===== src/rtl/load_store_unit.sv =====
// Load/store unit: byte/half/word accesses to a word-indexed data memory,
// with read-modify-write for sub-word stores. Define LSU_MISALIGN_TRAP_EN to trap misaligned accesses.
module load_store_unit (
    input  logic        clk,
    input  logic        reset,
    input  logic        req_valid,
    output logic        req_ready,
    input  logic        req_we,
    input  logic [1:0]  req_size,
    input  logic        req_signed,
    input  logic [31:0] req_addr,
    input  logic [31:0] req_wdata,
    output logic        MemRead,
    output logic        MemWrite,
    output logic [31:0] ALUOut,
    output logic [31:0] reg2data,
    input  logic [31:0] memout,
    output logic        rd_valid,
    output logic [31:0] rd_data,
    output logic        err
);

    // Handshake: a request transfers on a rising edge where req_valid and
    // req_ready are both 1; req_ready is 1 exactly when the FSM is IDLE.
    typedef enum logic [2:0] {
        IDLE    = 3'd0,
        LOAD    = 3'd1,
        RMW_RD  = 3'd2,
        RMW_WR  = 3'd3,
        WORD_WR = 3'd4
    } state_t;

    state_t      r_state;
    state_t      w_next;
    logic [31:0] r_addr;
    logic [1:0]  r_size;
    logic        r_signed;
    logic [31:0] r_wdata;
    logic [31:0] r_word;
    logic        r_rd_valid;
    logic [31:0] r_rd_data;

    logic        w_accept;
    logic        w_is_word;
    logic        w_is_half;
    logic        w_trap;
    logic [31:0] w_align_addr;
    logic [4:0]  w_shift;
    logic [7:0]  w_byte;
    logic [15:0] w_half;
    logic [31:0] w_load_ext;
    logic [31:0] w_mask;
    logic [31:0] w_ins;
    logic [31:0] w_merged;

    assign w_accept  = req_valid & req_ready;
    assign w_is_word = req_size[1];
    assign w_is_half = (req_size == 2'b01);

    // Low address bits are forced aligned; when trapping is enabled the
    // misaligned request never reaches here with an effect on memory.
    assign w_align_addr = {req_addr[31:2],
                           req_addr[1] & ~w_is_word,
                           req_addr[0] & ~w_is_word & ~w_is_half};

`ifdef LSU_MISALIGN_TRAP_EN
    logic w_misalign;
    logic r_err;
    assign w_misalign = (w_is_half & req_addr[0]) | (w_is_word & (req_addr[1:0] != 2'b00));
    assign w_trap     = w_misalign;
    assign err        = r_err;

    always_ff @(posedge clk or posedge reset) begin
        if (reset) r_err <= 1'b0;
        else       r_err <= w_accept & w_trap;
    end
`else
    assign w_trap = 1'b0;
    assign err    = 1'b0;
`endif

    // Lane selection from the combinational memory word (little-endian).
    assign w_shift = {r_addr[1:0], 3'b000};
    assign w_byte  = 8'(memout >> w_shift);
    assign w_half  = r_addr[1] ? memout[31:16] : memout[15:0];

    always_comb begin
        w_load_ext = memout;
        case (r_size)
            2'b00:   w_load_ext = r_signed ? {{24{w_byte[7]}}, w_byte} : {24'h0, w_byte};
            2'b01:   w_load_ext = r_signed ? {{16{w_half[15]}}, w_half} : {16'h0, w_half};
            default: w_load_ext = memout;
        endcase
    end

    // Sub-word store merge into the word sampled during RMW_RD.
    always_comb begin
        w_mask = 32'h0;
        w_ins  = 32'h0;
        if (r_size == 2'b00) begin
            w_mask = 32'h0000_00FF << w_shift;
            w_ins  = {24'h0, r_wdata[7:0]} << w_shift;
        end else begin
            w_mask = 32'h0000_FFFF << {r_addr[1], 4'b0000};
            w_ins  = {16'h0, r_wdata[15:0]} << {r_addr[1], 4'b0000};
        end
        w_merged = (r_word & ~w_mask) | w_ins;
    end

    always_comb begin
        w_next = r_state;
        case (r_state)
            IDLE: begin
                if (w_accept && !w_trap) begin
                    if (!req_we)       w_next = LOAD;
                    else if (w_is_word) w_next = WORD_WR;
                    else               w_next = RMW_RD;
                end
            end
            RMW_RD:  w_next = RMW_WR;
            LOAD,
            RMW_WR,
            WORD_WR: w_next = IDLE;
            default: w_next = IDLE;
        endcase
    end

    always_comb begin
        req_ready = 1'b0;
        MemRead   = 1'b0;
        MemWrite  = 1'b0;
        ALUOut    = 32'h0;
        reg2data  = 32'h0;
        case (r_state)
            IDLE:    req_ready = 1'b1;
            LOAD,
            RMW_RD:  MemRead = 1'b1;
            RMW_WR: begin
                MemWrite = 1'b1;
                reg2data = w_merged;
            end
            WORD_WR: begin
                MemWrite = 1'b1;
                reg2data = r_wdata;
            end
            default: ;
        endcase
        if (r_state != IDLE) ALUOut = {2'b00, r_addr[31:2]};
    end

    always_ff @(posedge clk or posedge reset) begin
        if (reset) begin
            r_state    <= IDLE;
            r_addr     <= 32'h0;
            r_size     <= 2'b00;
            r_signed   <= 1'b0;
            r_wdata    <= 32'h0;
            r_word     <= 32'h0;
            r_rd_valid <= 1'b0;
            r_rd_data  <= 32'h0;
        end else begin
            r_state    <= w_next;
            r_rd_valid <= (r_state == LOAD);
            if (w_accept) begin
                r_addr   <= w_align_addr;
                r_size   <= req_size;
                r_signed <= req_signed;
                r_wdata  <= req_wdata;
            end
            if (r_state == RMW_RD) r_word <= memout;
            if (r_state == LOAD)   r_rd_data <= w_load_ext;
        end
    end

    assign rd_valid = r_rd_valid;
    assign rd_data  = r_rd_data;

endmodule


===== config.mk =====
export PLATFORM = sky130hd
export DESIGN_NAME = load_store_unit
export DESIGN_NICKNAME = d
export VERILOG_FILES = /design/src/rtl/load_store_unit.sv
export SDC_FILE = /design/constraint.sdc
export NUM_CORES = 1
export LEC_CHECK = 0
export CAP_MARGIN = 20
export CORE_MARGIN = 2
export CORE_UTILIZATION = 47
export DETAILED_ROUTE_END_ITERATION = 16
export GPL_ROUTABILITY_DRIVEN = 0
export GPL_TIMING_DRIVEN = 0
export PLACE_DENSITY = 0.83
export SETUP_SLACK_MARGIN = 0.4
export SLEW_MARGIN = 20
export SYNTH_ARGS = -nofsm -noshare
export SYNTH_HDL_FRONTEND = slang
export SYNTH_SLANG_ARGS = --single-unit

===== constraint.sdc =====
create_clock -name clk -period 5.85 [get_ports clk]
set_clock_uncertainty 0.05 [all_clocks]
set_input_delay 0.8775 -clock clk [delete_from_list [all_inputs] [get_ports clk]]
set_output_delay 0.8775 -clock clk [all_outputs]
set_load 0.1 [all_outputs]

==> flow_metrics.env <==
export IMPL_crit_path_max_fanout=10
export IMPL_layout_drive_gt1_share_pct=13.0
export IMPL_fmax_ghz=0.223
export IMPL_drc=0
export IMPL_async_reset_ff_share_pct=100
export IMPL_cts_tree="yes"
export IMPL_cts_buffer_depth=2
export IMPL_dpl_cell_count=1085
export IMPL_hold_path_class="reg2reg"
export IMPL_critPathSlowestCell="clkdlybuf4s50_1"
export IMPL_dr_wl_met3_mm=2.19
export IMPL_synthDistinctLibCells=52
export IMPL_syn_avg_cell_area_um2=9.44
export IMPL_reg2regPathDepth=6
export IMPL_cts_clk_slew_worst_paths_ns=0.06
export IMPL_post_route_util_pct=68.6
export IMPL_synth_edff_count=0
export IMPL_synthCells=702
export IMPL_fp_dieH_um=123
export IMPL_h_tree_depth=4
export IMPL_r2r_end="rd_data[3]"
export IMPL_dr_pass1_iters=6
export IMPL_setup_slack_ns=1.36
export IMPL_cp_depth=6
export IMPL_yosys_warnings=0
export IMPL_top_layer="met4"
export IMPL_cts_buffers=17
export IMPL_nNetsFinal=1027
export IMPL_finalSetupViolCount=0
export IMPL_yosysTopAreaCellShare_pct=51.0
export IMPL_holdPathStages=2
export IMPL_row_count=43
export IMPL_status="completed"
export IMPL_fin_hold_ws_ns=0.417
export IMPL_wl_per_cell_um=18.2
export IMPL_core_area_mm2=0.0138
export IMPL_drv_slew=0
export IMPL_area_growth_pct=43.3
export IMPL_synth_largest_area_cell="dfrtp_1"
export IMPL_finalHoldViolCount=0
export IMPL_tns_ns=0
export IMPL_cap_violations=0
export IMPL_overflow=0
export IMPL_hpwlAfterDp_mm=15.0
export IMPL_fin_cells=1117
export IMPL_ant_nets=0
export IMPL_final_area_mm2=0.00949
export IMPL_grt_pass1_vias=6108
export IMPL_ys_seq_area_share_pct=51.0
export IMPL_die_w_um=123
export IMPL_layout_min_cycle_time_ns=4.49
export IMPL_holdBufCountCts=0
export IMPL_min_from="r_addr[2]"
export IMPL_grt_use_total_pct=27.9
export IMPL_synth_seq_cells=135
export IMPL_r2r_start="r_size[0]"
export IMPL_synth_most_common_cell="nand2_1"
export IMPL_root_buffer="clkbuf_16"
export IMPL_crit_buf_inv=3
export IMPL_vdd_ir_drop_max_mv=0.419
export IMPL_cts_resized=0
export IMPL_slowest_delay_ns=1.21
export IMPL_antenna_found_initial=0
export IMPL_path_common_cell="buf_2"
export IMPL_cp_data_required_time_ns=4.92
export IMPL_portBuffers=200
export IMPL_met1_length_mm=7.84
export IMPL_postCtsSetupBuffers=0
export IMPL_synthTopCellsByArea="dfrtp_1, nand2_1, mux2_2, nand3_1, nor2b_1"
export IMPL_clkSinkCount=135
export IMPL_clk_latency_ns=0.42
export IMPL_cp_start_kind="register"
export IMPL_cp_data_arrival_time_ns=3.56
export IMPL_end_kind="primary output"
export IMPL_crit_type="reg2out"
export IMPL_ys_top_cells_by_count="nand2_1, dfrtp_1, nand3_1, mux2_2, nor2b_1"
export IMPL_dpl_cell_area_mm2=0.00889
export IMPL_vias=6120
export IMPL_num_antenna_cells=0
export IMPL_routed_wl_mm=20.3
export IMPL_reg2reg_slack_ns=3.81
export IMPL_critPathTopFamily="buffers and inverters"
export IMPL_hold_end="r_addr[2]"
export IMPL_cp_cell_sequence="buf_2, buf_2, o31ai_1, nand2_1, o21ai_0, clkdlybuf4s50_1"
export IMPL_start_util_pct=47.9
export IMPL_num_io_pins=204
export IMPL_syn_area_mm2=0.00662
export IMPL_min_period_over_period_pct=76.7
export IMPL_vias_per_cell=5.48
export IMPL_powerDensity_mw_per_mm2=686
export IMPL_grt_pass1_wl_mm=31.9
export IMPL_first_iter_violations=603
export IMPL_dieArea_mm2=0.0151
export IMPL_met2_length_mm=9.73
export IMPL_power_total_mw=6.51
export IMPL_max_slew_worst_pin_slew_ns=1.02
export IMPL_rsz0062_at_grt="false"
export IMPL_grt_max_degree=103
export IMPL_ys_flop_type="dfrtp_1"
export IMPL_relSlewSlack_pct=32.1
export IMPL_place_ws_ns=1.91
export IMPL_cellLeakagePower_nw=4.24
[worst max path at each step]
stage / end / slack (ns) / from
after floorplan: r_addr[0] / 1.31 / reset
after global placement: r_addr[2] / -0.55 / reset
after detailed placement: reg2data[10] / 1.91 / r_addr[1]
after CTS: reg2data[10] / 1.45 / r_addr[1]
after global routing: reg2data[10] / 1.27 / r_addr[1]
final: reg2data[10] / 1.36 / r_addr[1]
[power breakdown]
part	leakage [nW]	total (mW)	internal, mW	switching [mW]
Sequential	1.65	1.70	1.38	0.324
Combinational	2.30	3.72	1.02	2.70
Clock	0.284	1.08	0.637	0.443
[sequential cells by signal, indices dropped and copies added (netlist names)]
| register | flops |
|---|---|
| r_wdata | 32 |
| r_word | 32 |
| r_state | 3 |
| r_signed | 1 |
| rd_data | 32 |
| r_size | 2 |
| rd_valid | 1 |
| r_addr | 32 |
[placed cells by master, fill, tap and decap left out, drive strengths merged, types with 7 or more instances in the layout]
master / n
mux2i: 18
nand3: 43
clkinv: 7
buf: 32
nor2b: 31
mux2: 38
clkdlybuf4s50: 200
a22o: 9
a311oi: 7
inv: 9
a221o: 8
o21ai: 29
a221oi: 7
nand3b: 9
dfrtp: 135
nand2: 242
a21oi: 18
a22oi: 10
clkbuf: 39
[worst min-delay path: stages, from the launching register on]
cell,delay [ns]
dfrtp_1,0.33
nand2_1,0.05
nand2_1,0.06
[final cells by class]
type,instances,area (µm²)
clock inverters,15,171
plain buffers,53,269
repair buffers,201,2030
fillers,1032,4340
flip-flops and latches,135,3380
multi-input cells,510,2950
inverters,6,42.5
well taps,180,225
clock buffers,17,425
[kinds of logic (layout without fill, tap and decap cells)]
group,count (synthesis),in the layout,share of synthesized area [%]
AND/OR/NAND/NOR,350,350,24.1
flip-flops,135,135,51.0
AO/OA/AOI/OAI,101,101,11.1
buffers and inverters,59,292,4.59
multiplexers,56,56,9.18
other,1,3,0.0566
[routing by layer]
layer | GRT usage [%] | vias up
met4 | 11.1 | 0
met1 | 34.8 | 2897
met2 | 44.7 | 342
li1 | - | 2824
met3 | 9.53 | 57
met5 | 0 | -
No activity file was read; power rests on OpenSTA's default activity.
==> patch (same flow settings) <==
The 5 states of `state_t` get a Gray code encoding in 3 bits.
--- a/src/rtl/load_store_unit.sv
+++ b/src/rtl/load_store_unit.sv
@@ -23,11 +23,11 @@
     // Handshake: a request transfers on a rising edge where req_valid and
     // req_ready are both 1; req_ready is 1 exactly when the FSM is IDLE.
     typedef enum logic [2:0] {
-        IDLE    = 3'd0,
-        LOAD    = 3'd1,
-        RMW_RD  = 3'd2,
-        RMW_WR  = 3'd3,
-        WORD_WR = 3'd4
+        IDLE    = 3'b000,
+        LOAD    = 3'b001,
+        RMW_RD  = 3'b011,
+        RMW_WR  = 3'b010,
+        WORD_WR = 3'b110
     } state_t;
 
     state_t      r_state;
Formal check against the unedited RTL: same outputs for any inputs over 10 cycles, from zero or initial values and one cycle with reset high; not proved beyond that.
==> patch against the original RTL <==
  * Power fell by 11%
  * Area after synthesis rose by 1.9%
  * Critical path type unchanged
  * Sequential share of layout area fell by 0.55 points
  * Sequential cell count did not move
  * Wire length rose by 3.4%
  * Hold slack got worse by 0.0021 ns
  * Setup slack improved by 0.19 ns
  * Via count rose by 2.3%
  * Core utilization rose by 0.54 points
  * Clock power rose by 5%
  * Sequential power fell by 8%
  * Final area rose by 1.6%
  * Count of clock-buffer cells in the layout rose by 5
==> patch: results (changes against the original RTL) <==
worstHoldEndpoint: "r_addr[21]"
syn-mean-instance-area_um2: 9.23  # -2.2%
layoutNonFillerInstCount: 1145  # +2.5%
crit_start: "r_size[0]"
grt_pass1_vias: 6284  # +2.9%
via_per_inst: 5.47  # -0.18%
synthTopCellsByCount: "nand2_1, dfrtp_1, nor2b_1, a21oi_1, nand3_1"
critPathMaxStageDelay_ns: 1.16  # -0.05 ns
post_dp_cell_area_mm2: 0.00902  # +1.4%
drive_gt1_share_pct: 11.2  # -1.8 points
r2r-start: "r_addr[0]"
dr_wl_met3_mm: 2.18  # -0.32%
holdWs_ns: 0.414  # -0.00209 ns
crit_arrival_ns: 3.37  # -0.19 ns
grt.met3_usage_pct: 10.1  # +0.59 points
synth_compound_area_share_pct: 11.8  # +0.80 points
synth.distinct_cells: 49  # -5.8%
fin_ws_ns: 1.55  # +0.191 ns
crit_end: "reg2data[28]"
final_nets: 1056  # +2.8%
use_met2_pct: 46.3  # +1.5 points
status: "completed"
max-vdd-ir-drop_mv: 0.354  # -16%
synth.area.top_cells: "dfrtp_1, nand2_1, mux2_2, nor2b_1, mux2_1"
yosysTopAreaCellShare_pct: 50.1  # -0.94 points
first_pass_iters: 5  # -1
wl_met1_mm: 8.32  # +6.2%
-- patch: where the power goes --
group / switching [mW] / total [mW] / leakage (nW) / internal [mW]
clock: 0.389 / 1.13 / 0.306 / 0.741
sequential: 0.250 / 1.56 / 1.65 / 1.31
combinational: 2.28 / 3.09 / 2.36 / 0.810
-- patch: area by class of cell --
cell class                      instances  area, µm²
Tap cell                              180        225
Buffer                                 53        262
Sequential cell                       135       3380
Multi-Input combinational cell        532       3060
Inverter                               13       61.3
Clock buffer                           22        474
Timing Repair Buffer                  201       2030
Fill cell                            1086       4300
Clock inverter                          9        148
-- patch: kinds of logic (layout without fill, tap and decap cells) --
| group | after synthesis | after routing |
|---|---|---|
| compound gates | 126 | 126 |
| buf+inv | 66 | 298 |
| flops | 135 | 135 |
| mux | 55 | 55 |
| other cells | 1 | 3 |
| simple gates | 348 | 348 |
